==> src/rtl/modn_ctrl.sv <==
// Modulo-N run controller: counts 0..N-1 for a configured number of laps with pause/abort control.
// Optional MODN_CTRL_AUTORELOAD_EN: the final wrap pulses done, clears lap and keeps running.
module modn_ctrl #(
    parameter int unsigned WIDTH   = 3,
    parameter int unsigned LAPW    = 4,
    parameter int unsigned DEF_MOD = 5
) (
    input  logic             clk,
    input  logic             rst_n,
    input  logic             cfg_valid,
    output logic             cfg_ready,
    input  logic [WIDTH-1:0] cfg_mod,
    input  logic [LAPW-1:0]  cfg_laps,
    input  logic             start,
    input  logic             pause,
    input  logic             abort,
    output logic [WIDTH-1:0] count,
    output logic             tc,
    output logic [LAPW-1:0]  lap,
    output logic             busy,
    output logic             done,
    output logic             err
);

    typedef enum logic [1:0] {
        S_IDLE  = 2'd0,
        S_RUN   = 2'd1,
        S_PAUSE = 2'd2,
        S_DONE  = 2'd3
    } state_e;

    localparam logic [LAPW-1:0] LAP_MAX = '1;

    state_e           state_q, state_d;
    logic [WIDTH-1:0] count_q, count_d;
    logic [LAPW-1:0]  lap_q, lap_d;
    logic [WIDTH-1:0] mod_q, mod_d;
    logic [LAPW-1:0]  laps_q, laps_d;
    logic             tc_q, tc_d;
    logic             busy_q, busy_d;
    logic             done_q, done_d;
    logic             err_q, err_d;
    logic             cfg_ready_q, cfg_ready_d;

    logic             xfer;
    logic             cfg_ok;
    logic             at_wrap;
    logic [LAPW-1:0]  lap_inc;

    assign xfer    = cfg_valid & cfg_ready_q;
    assign cfg_ok  = (cfg_mod >= WIDTH'(2));
    assign at_wrap = (count_q == (mod_q - WIDTH'(1)));
    assign lap_inc = (lap_q == LAP_MAX) ? lap_q : (lap_q + LAPW'(1));

    // Next-state and registered-output computation
    always_comb begin
        state_d     = state_q;
        count_d     = count_q;
        lap_d       = lap_q;
        mod_d       = mod_q;
        laps_d      = laps_q;
        done_d      = 1'b0;
        err_d       = 1'b0;
        tc_d        = 1'b0;
        busy_d      = 1'b0;
        cfg_ready_d = 1'b1;

        if (abort) begin
            state_d = S_IDLE;
            count_d = '0;
            lap_d   = '0;
        end else begin
            unique case (state_q)
                S_IDLE, S_DONE: begin
                    if (xfer) begin
                        if (cfg_ok) begin
                            mod_d  = cfg_mod;
                            laps_d = cfg_laps;
                            if (state_q == S_DONE) begin
                                state_d = S_IDLE;
                                count_d = '0;
                                lap_d   = '0;
                            end
                        end else begin
                            err_d = 1'b1;
                        end
                    end
                    // pause outranks start, so a paused start is simply not taken
                    if (start && !pause) begin
                        state_d = S_RUN;
                        count_d = '0;
                        lap_d   = '0;
                    end
                end
                S_RUN, S_PAUSE: begin
                    if (pause) begin
                        state_d = S_PAUSE;
                    end else begin
                        state_d = S_RUN;
                        if (at_wrap) begin
                            count_d = '0;
                            if ((laps_q != '0) && (lap_inc == laps_q)) begin
                                done_d = 1'b1;
`ifdef MODN_CTRL_AUTORELOAD_EN
                                lap_d   = '0;
`else
                                lap_d   = laps_q;
                                state_d = S_DONE;
`endif
                            end else begin
                                lap_d = lap_inc;
                            end
                        end else begin
                            count_d = count_q + WIDTH'(1);
                        end
                    end
                end
                default: begin
                    state_d = S_IDLE;
                    count_d = '0;
                    lap_d   = '0;
                end
            endcase
        end

        busy_d      = (state_d == S_RUN) || (state_d == S_PAUSE);
        cfg_ready_d = !busy_d;
        tc_d        = busy_d && (count_d == (mod_d - WIDTH'(1)));
    end

    always_ff @(posedge clk or negedge rst_n) begin
        if (!rst_n) begin
            state_q     <= S_IDLE;
            count_q     <= '0;
            lap_q       <= '0;
            mod_q       <= WIDTH'(DEF_MOD);
            laps_q      <= LAPW'(1);
            tc_q        <= 1'b0;
            busy_q      <= 1'b0;
            done_q      <= 1'b0;
            err_q       <= 1'b0;
            cfg_ready_q <= 1'b1;
        end else begin
            state_q     <= state_d;
            count_q     <= count_d;
            lap_q       <= lap_d;
            mod_q       <= mod_d;
            laps_q      <= laps_d;
            tc_q        <= tc_d;
            busy_q      <= busy_d;
            done_q      <= done_d;
            err_q       <= err_d;
            cfg_ready_q <= cfg_ready_d;
        end
    end

    assign count     = count_q;
    assign lap       = lap_q;
    assign tc        = tc_q;
    assign busy      = busy_q;
    assign done      = done_q;
    assign err       = err_q;
    assign cfg_ready = cfg_ready_q;

endmodule

==> config.mk <==
export PLATFORM = sky130hd
export DESIGN_NAME = modn_ctrl
export DESIGN_NICKNAME = d
export VERILOG_FILES = /design/src/rtl/modn_ctrl.sv
export SDC_FILE = /design/constraint.sdc
export NUM_CORES = 1
export LEC_CHECK = 0
export ABC_AREA = 1
export CAP_MARGIN = 25
export CELL_PAD_IN_SITES_DETAIL_PLACEMENT = 1
export CELL_PAD_IN_SITES_GLOBAL_PLACEMENT = 1
export CORE_AREA = 5 5 80 82
export CTS_CLUSTER_SIZE = 24
export DETAILED_ROUTE_END_ITERATION = 10
export DIE_AREA = 0 0 85 87
export MAX_ROUTING_LAYER = met4
export PLACE_DENSITY = 0.61
export SLEW_MARGIN = 0
export SYNTH_ARGS = -nofsm -noshare
export SYNTH_HDL_FRONTEND = slang
export SYNTH_SLANG_ARGS = --single-unit
==> constraint.sdc <==
create_clock -name clk -period 5.2 [get_ports clk]
set_input_delay 0.52 -clock clk [delete_from_list [all_inputs] [get_ports clk]]
set_output_delay 0.52 -clock clk [all_outputs]
set_load 0.005 [all_outputs]
==> flow_summary.ini, run 1 <==
[outcome]
status = completed

[global_route]
antenna_found_initial = 0
grt_usage_pct = 11.39
gr-total-overflow = 0
grt_max_degree = 15
grt_pass1_vias = 1364
grt_pass1_wl_um = 6568

[min_path]
whs_endpoint = mod_q[2]
hold_path_depth = 2
min_path_type = reg -> reg
holdCritStartpoint = mod_q[2]

[cts]
post_cts_buffers = 0
cts_buffer_depth = 2
clock_latency_ps = 260
cts_root_buf = clkbuf_8
clk_pin_slew_worst_paths_ps = 90
cts_hold_buf = 0
tritoncts = built
cts_buffers = 3
cts_resized = 0
clock_sinks = 21
htreeDepth = 1

[critical_path]
criticalPathCategory = reg -> reg
r2r_setup_slack_ps = 2870
worst_ep_required_time_ps = 5400
endpoint_kind = flip-flop
reg2reg_from = state_q[0]
critPathMaxFanout = 7
r2r_end = tc
r2r_cells = 13
cp.arrival_ps = 2530
critPathLaunchType = flip-flop

[synth]
yosysSeqAreaShare_pct = 39.48
yosysTopAreaCellShare_pct = 31.66
syn_area_um2 = 1344
synthTopCellsByArea = dfrtp_1 (32%), nand2_1 (17%), inv_1 (10%)
ys_warn_count = 0
syn_nets = 213
syn_inst = 193
postSynthAreaPerCell_um2 = 6.963
synth_seq_cells = 21
ys_types = 21
synth_area_leader_cell = dfrtp_1

[power_and_ir_drop]
peakVddDrop_uv = 171.6
leakagePower_nw = 0.8937
powerDensity_nw_per_um2 = 482.0

[layout]
antennaDiodeCount = 0
drive_gt1_share_pct = 7.207
fin_nets = 243
syn_to_final_growth_pct = 30.26
ff_latch_area_um2 = 530.5
fillers = 737
multi_input_area_um2 = 666.9

[drt]
route.detailed.drc = 0
wire_per_inst_um = 12.82
avgViaCountPerCell = 4.219
via_count = 1253
first_pass_iters = 4
ant_nets = 0
wl_um = 3809
drt_first_iter_violations = 32

[sta]
fin_ws_ps = 2873
worst_pin_slew_ps = 489.3
period_needed_ps = 2327
max_slew_margin_pct = 67.28
rsz0062_at_grt = false
clock_skew_ps = 3.910
hold_viol_final = 0
setup-violations-final = 0
tns_ps = 0
period_share_pct = 44.75
clock.fmax_mhz = 429.7
slew_viol_final = 0

[floorplanning]
row_count = 28
fp.dieH_um = 87
dieArea_um2 = 7395
die-width_um = 85
ios = 25
start_util_pct = 23.68
coreArea_um2 = 5675

[placement]
hpwlAfterDp_um = 3210
place_ws_ps = 2684
place_congestion = 0.8089
port_buffers = 24

[flow_run]
drv_cap = 0
==> worst max-delay path by stage <==
stage | start | to | slack (ps)
after floorplan | state_q[0] | tc | 3170
after global placement | abort | tc | 2790
after detailed placement | abort | tc | 2680
after CTS | state_q[0] | tc | 2850
after global routing | state_q[0] | tc | 2620
final | state_q[0] | tc | 2870
==> report_power, final <==
group,internal (mW),total (mW),switching [mW]
Combinational,0.180,0.463,0.283
Sequential,0.227,0.268,0.0405
Clock,0.0547,0.113,0.0584
==> layout make-up <==
type,instances,share of cell area (%)
clock buffer,4,2.573
inverter,39,8.363
multi-input combinational,133,38.10
sequential,21,30.31
tap,75,5.361
timing repair buffer,25,15.30
==> cell usage in the layout (no fill, tap or decap) <==
| master | instances |
|---|---|
| nor3_4 | 1 |
| nand2_1 | 62 |
| o21ai_2 | 2 |
| clkbuf_1 | 1 |
| dfstp_2 | 4 |
| buf_16 | 1 |
| ha_1 | 7 |
| inv_1 | 37 |
| nand2_4 | 1 |
| dfrtp_1 | 17 |
| clkbuf_8 | 3 |
| o211ai_1 | 1 |
| nor2_2 | 1 |
| xnor2_1 | 1 |
| a21oi_1 | 9 |
| clkdlybuf4s50_1 | 24 |
| o21ai_0 | 9 |
| nand3_1 | 20 |
| nor2_1 | 12 |
| nor3_1 | 2 |
| a211oi_1 | 1 |
| nor3b_1 | 1 |
| inv_2 | 2 |
| nand4_1 | 2 |
| nand2_2 | 1 |
==> through the flow <==
step	hold WS, ps	power, mW	utilization, %	std cells	cell area, um^2
after CTS	530.5	0.8583	30.84	297	1750
final	536.4	0.8438	30.84	297	1750
after global placement	515.4	0.7291	29.56	292	1678
after floorplan	224.4	0.5802	-	193	1344
after global routing	546.2	0.9393	30.84	297	1750
after detailed placement	517.5	0.7416	30.05	293	1705
==> logic make-up after synthesis <==
family	Yosys count	share of synthesized area, %
AO/OA/AOI/OAI	22	9.125
AND/OR/NAND/NOR	103	33.33
buffers and inverters	39	10.89
adder cells (fa/ha/maj)	7	6.517
XOR/XNOR	1	0.6519
flip-flops	21	39.48
==> worst max-delay path: stages (launching register included) <==
cell	delay (ps)
dfrtp_1	380
inv_1	80
ha_1	400
inv_2	120
nor3_4	260
nand2_1	150
a21oi_1	210
ha_1	210
nand3_1	80
nand2_1	90
nand3_1	80
nand2_1	80
nand2_1	60
nor2_2	70
==> synthesized netlist by cell type <==
library cell and instances:
ha_1 7, a211oi_1 1, nor3_1 2, nor2_1 12, nand2_2 1, a21oi_1 9, xnor2_1 1, nand2_1 62
nand4_1 2, nor3b_1 1, nor2_2 1, inv_1 37, inv_2 2, o21ai_0 9, dfstp_2 4, nand3_1 20
o21ai_2 2, o211ai_1 1, nor3_4 1, nand2_4 1, dfrtp_1 17
==> flip-flops by register name (all words and copies together), names as in the netlist, 2 cells and up <==
| register | cells |
|---|---|
| state_q | 2 |
| lap | 4 |
| mod_q | 3 |
| count | 3 |
| laps_q | 4 |
==> per-layer routing <==
metal	global-route usage (%)	routed length, um
met1	15.44	1965
met2	17.73	1697
met3	1.230	79
met4	3.885	67
met5	-	0
No activity file was read; power rests on OpenSTA's default activity.
==> run 2: changes to the inputs <==
--- a/config.mk
+++ b/config.mk
@@ -14,7 +14,7 @@
 export DETAILED_ROUTE_END_ITERATION = 10
 export DIE_AREA = 0 0 85 87
 export MAX_ROUTING_LAYER = met4
-export PLACE_DENSITY = 0.61
+export PLACE_DENSITY = 0.63
 export SLEW_MARGIN = 0
 export SYNTH_ARGS = -nofsm -noshare
 export SYNTH_HDL_FRONTEND = slang
==> constraint.sdc (replaced) <==
create_clock -name clk -period 1.9 [get_ports clk]
set_input_delay 0.19 -clock clk [delete_from_list [all_inputs] [get_ports clk]]
set_output_delay 0.19 -clock clk [all_outputs]
set_load 0.005 [all_outputs]
==> flow_summary.ini, run 2 (synthesis gave the netlist of run 1 again) <==
[cts]
cts_buffers = 3
cts_root_buf = clkbuf_8
cts_buffer_depth = 2
tritoncts = built
clk_pin_slew_worst_paths_ps = 80
htreeDepth = 1
cts_hold_buf = 0
clock_sinks = 21
clock_latency_ps = 260

[layout]
drive_gt1_share_pct = 27.49
layout_common_cells = nand2_1 (54), inv_1 (35), buf_4 (28)
stdcell_count = 326
antennaDiodeCount = 0
syn_to_final_growth_pct = 55.03
layout_commonest_cell = nand2_1
fin_util_pct = 36.71
stdcell_area_um2 = 2083
fin_nets = 272

[drt]
first_pass_iters = 4
wl_um = 4030
ant_nets = 0
wire_per_inst_um = 12.36
via_count = 1433
drt_first_iter_violations = 30
avgViaCountPerCell = 4.396
route.detailed.drc = 0

[sta]
worst_hold_slack_ps = 277.7
worst_pin_slew_ps = 288.9
hold_viol_final = 0
clock.fmax_mhz = 510.9
max_slew_margin_pct = 80.74
rsz0062_at_grt = true
slew_viol_final = 0
fin_ws_ps = -57.43
period_share_pct = 103.0
clock_skew_ps = 2.504
setup-violations-final = 1
period_needed_ps = 1957
tns_ps = -57.43

[floorplanning]
die-width_um = 85
coreArea_um2 = 5675
start_util_pct = 23.68
fp.dieH_um = 87
ios = 25
row_count = 28
dieArea_um2 = 7395

[critical_path]
criticalPathCategory = reg -> reg
r2r_cells = 14
endpoint_kind = flip-flop
critPathLaunchType = flip-flop
cp.arrival_ps = 2160
critPathMaxFanout = 3
worst_ep_required_time_ps = 2100

[power_and_ir_drop]
powerDensity_nw_per_um2 = 1384
combinationalPowerShare_pct = 64.1
leakagePower_nw = 1.030
p_seq_share_pct = 25.3
cellInternalPower_mw = 1.611
power.share.clock_pct = 10.6
peakVddDrop_uv = 497.4
swShare_pct = 44.14
p_switching_mw = 1.272

[global_route]
grt_pass1_wl_um = 6803
grt_pass1_vias = 1510
grt_usage_pct = 11.83
grt_max_degree = 22
antenna_found_initial = 0
gr-total-overflow = 0

[placement]
hpwlAfterDp_um = 3348
place_area_um2 = 1907
port_buffers = 24
place_congestion = 0.7700
placedCellCount = 320

[flow_run]
drv_cap = 0

[min_path]
min_path_type = in -> async

[outcome]
violations = setup timing
status = finished, violations left
==> run 2: changes by cell type in the layout (fill, tap and decap cells not counted), sizes merged <==
| cell | delta |
|---|---|
| buf | +29 |
==> run 2: worst max-delay path: stages (launching register included) <==
cell	delay, ps
dfrtp_1	410
ha_4	280
inv_2	50
nor3_4	220
nand2_4	110
nand2_2	90
o21ai_4	70
ha_1	190
inv_1	60
nand2_1	50
nand2_1	80
nand3_1	80
nand2_1	80
nand2_1	60
nor2_2	80
==> run 2: worst paths after layout <==
check	slack (ps)	from	endpoint
worst max-delay path	-60	state_q[1]	tc
worst min-delay path	280	rst_n	laps_q[1]
worst max register to register	-60	state_q[1]	tc
worst min register to register	510	mod_q[2]	mod_q[2]
max in group asynchronous	1340	rst_n	mod_q[2]
min in group clk	460	cfg_laps[0]	laps_q[0]
==> run 2: stage by stage <==
step,power [mW],setup slack (ps)
after floorplan,1.628,-49.54
after global placement,2.268,-162.9
after detailed placement,2.314,-193.2
after CTS,2.740,-90.03
after global routing,3.148,-227.6
final,2.883,-57.43
==> run 2: repair_timing <==
item	in CTS	in global routing
setup endpoints to repair	5	9
pin swaps	9	4
endpoints found under the hold margin	0	0
resized for setup	11	19
setup buffers	2	1
==> run 2: final cells by class <==
| type | count | area (um^2) |
|---|---|---|
| fill | 707 | 3592 |
| multi-input combinational | 133 | 794.5 |
| sequential | 21 | 530.5 |
| timing repair buffer | 54 | 473.0 |
| inverter | 39 | 146.4 |
| tap | 75 | 93.84 |
| clock buffer | 4 | 45.04 |
==> run 2: power by group through the flow <==
stage	Clock [mW]	Sequential [mW]	Combinational, mW
2_1_floorplan	0	0.727	0.901
3_3_place_gp	0	0.739	1.53
3_5_place_dp	0	0.737	1.58
4_1_cts	0.320	0.729	1.69
5_1_grt	0.332	0.748	2.07
6_report	0.306	0.729	1.85
==> run 2: per-layer routing <==
layer	share of wire, %	GRT usage, %	vias up
met1	47	14.60	692
met2	49	19.63	18
li1	-	-	718
met5	0	-	-
met3	2.5	1.419	5
met4	1.6	4.892	0
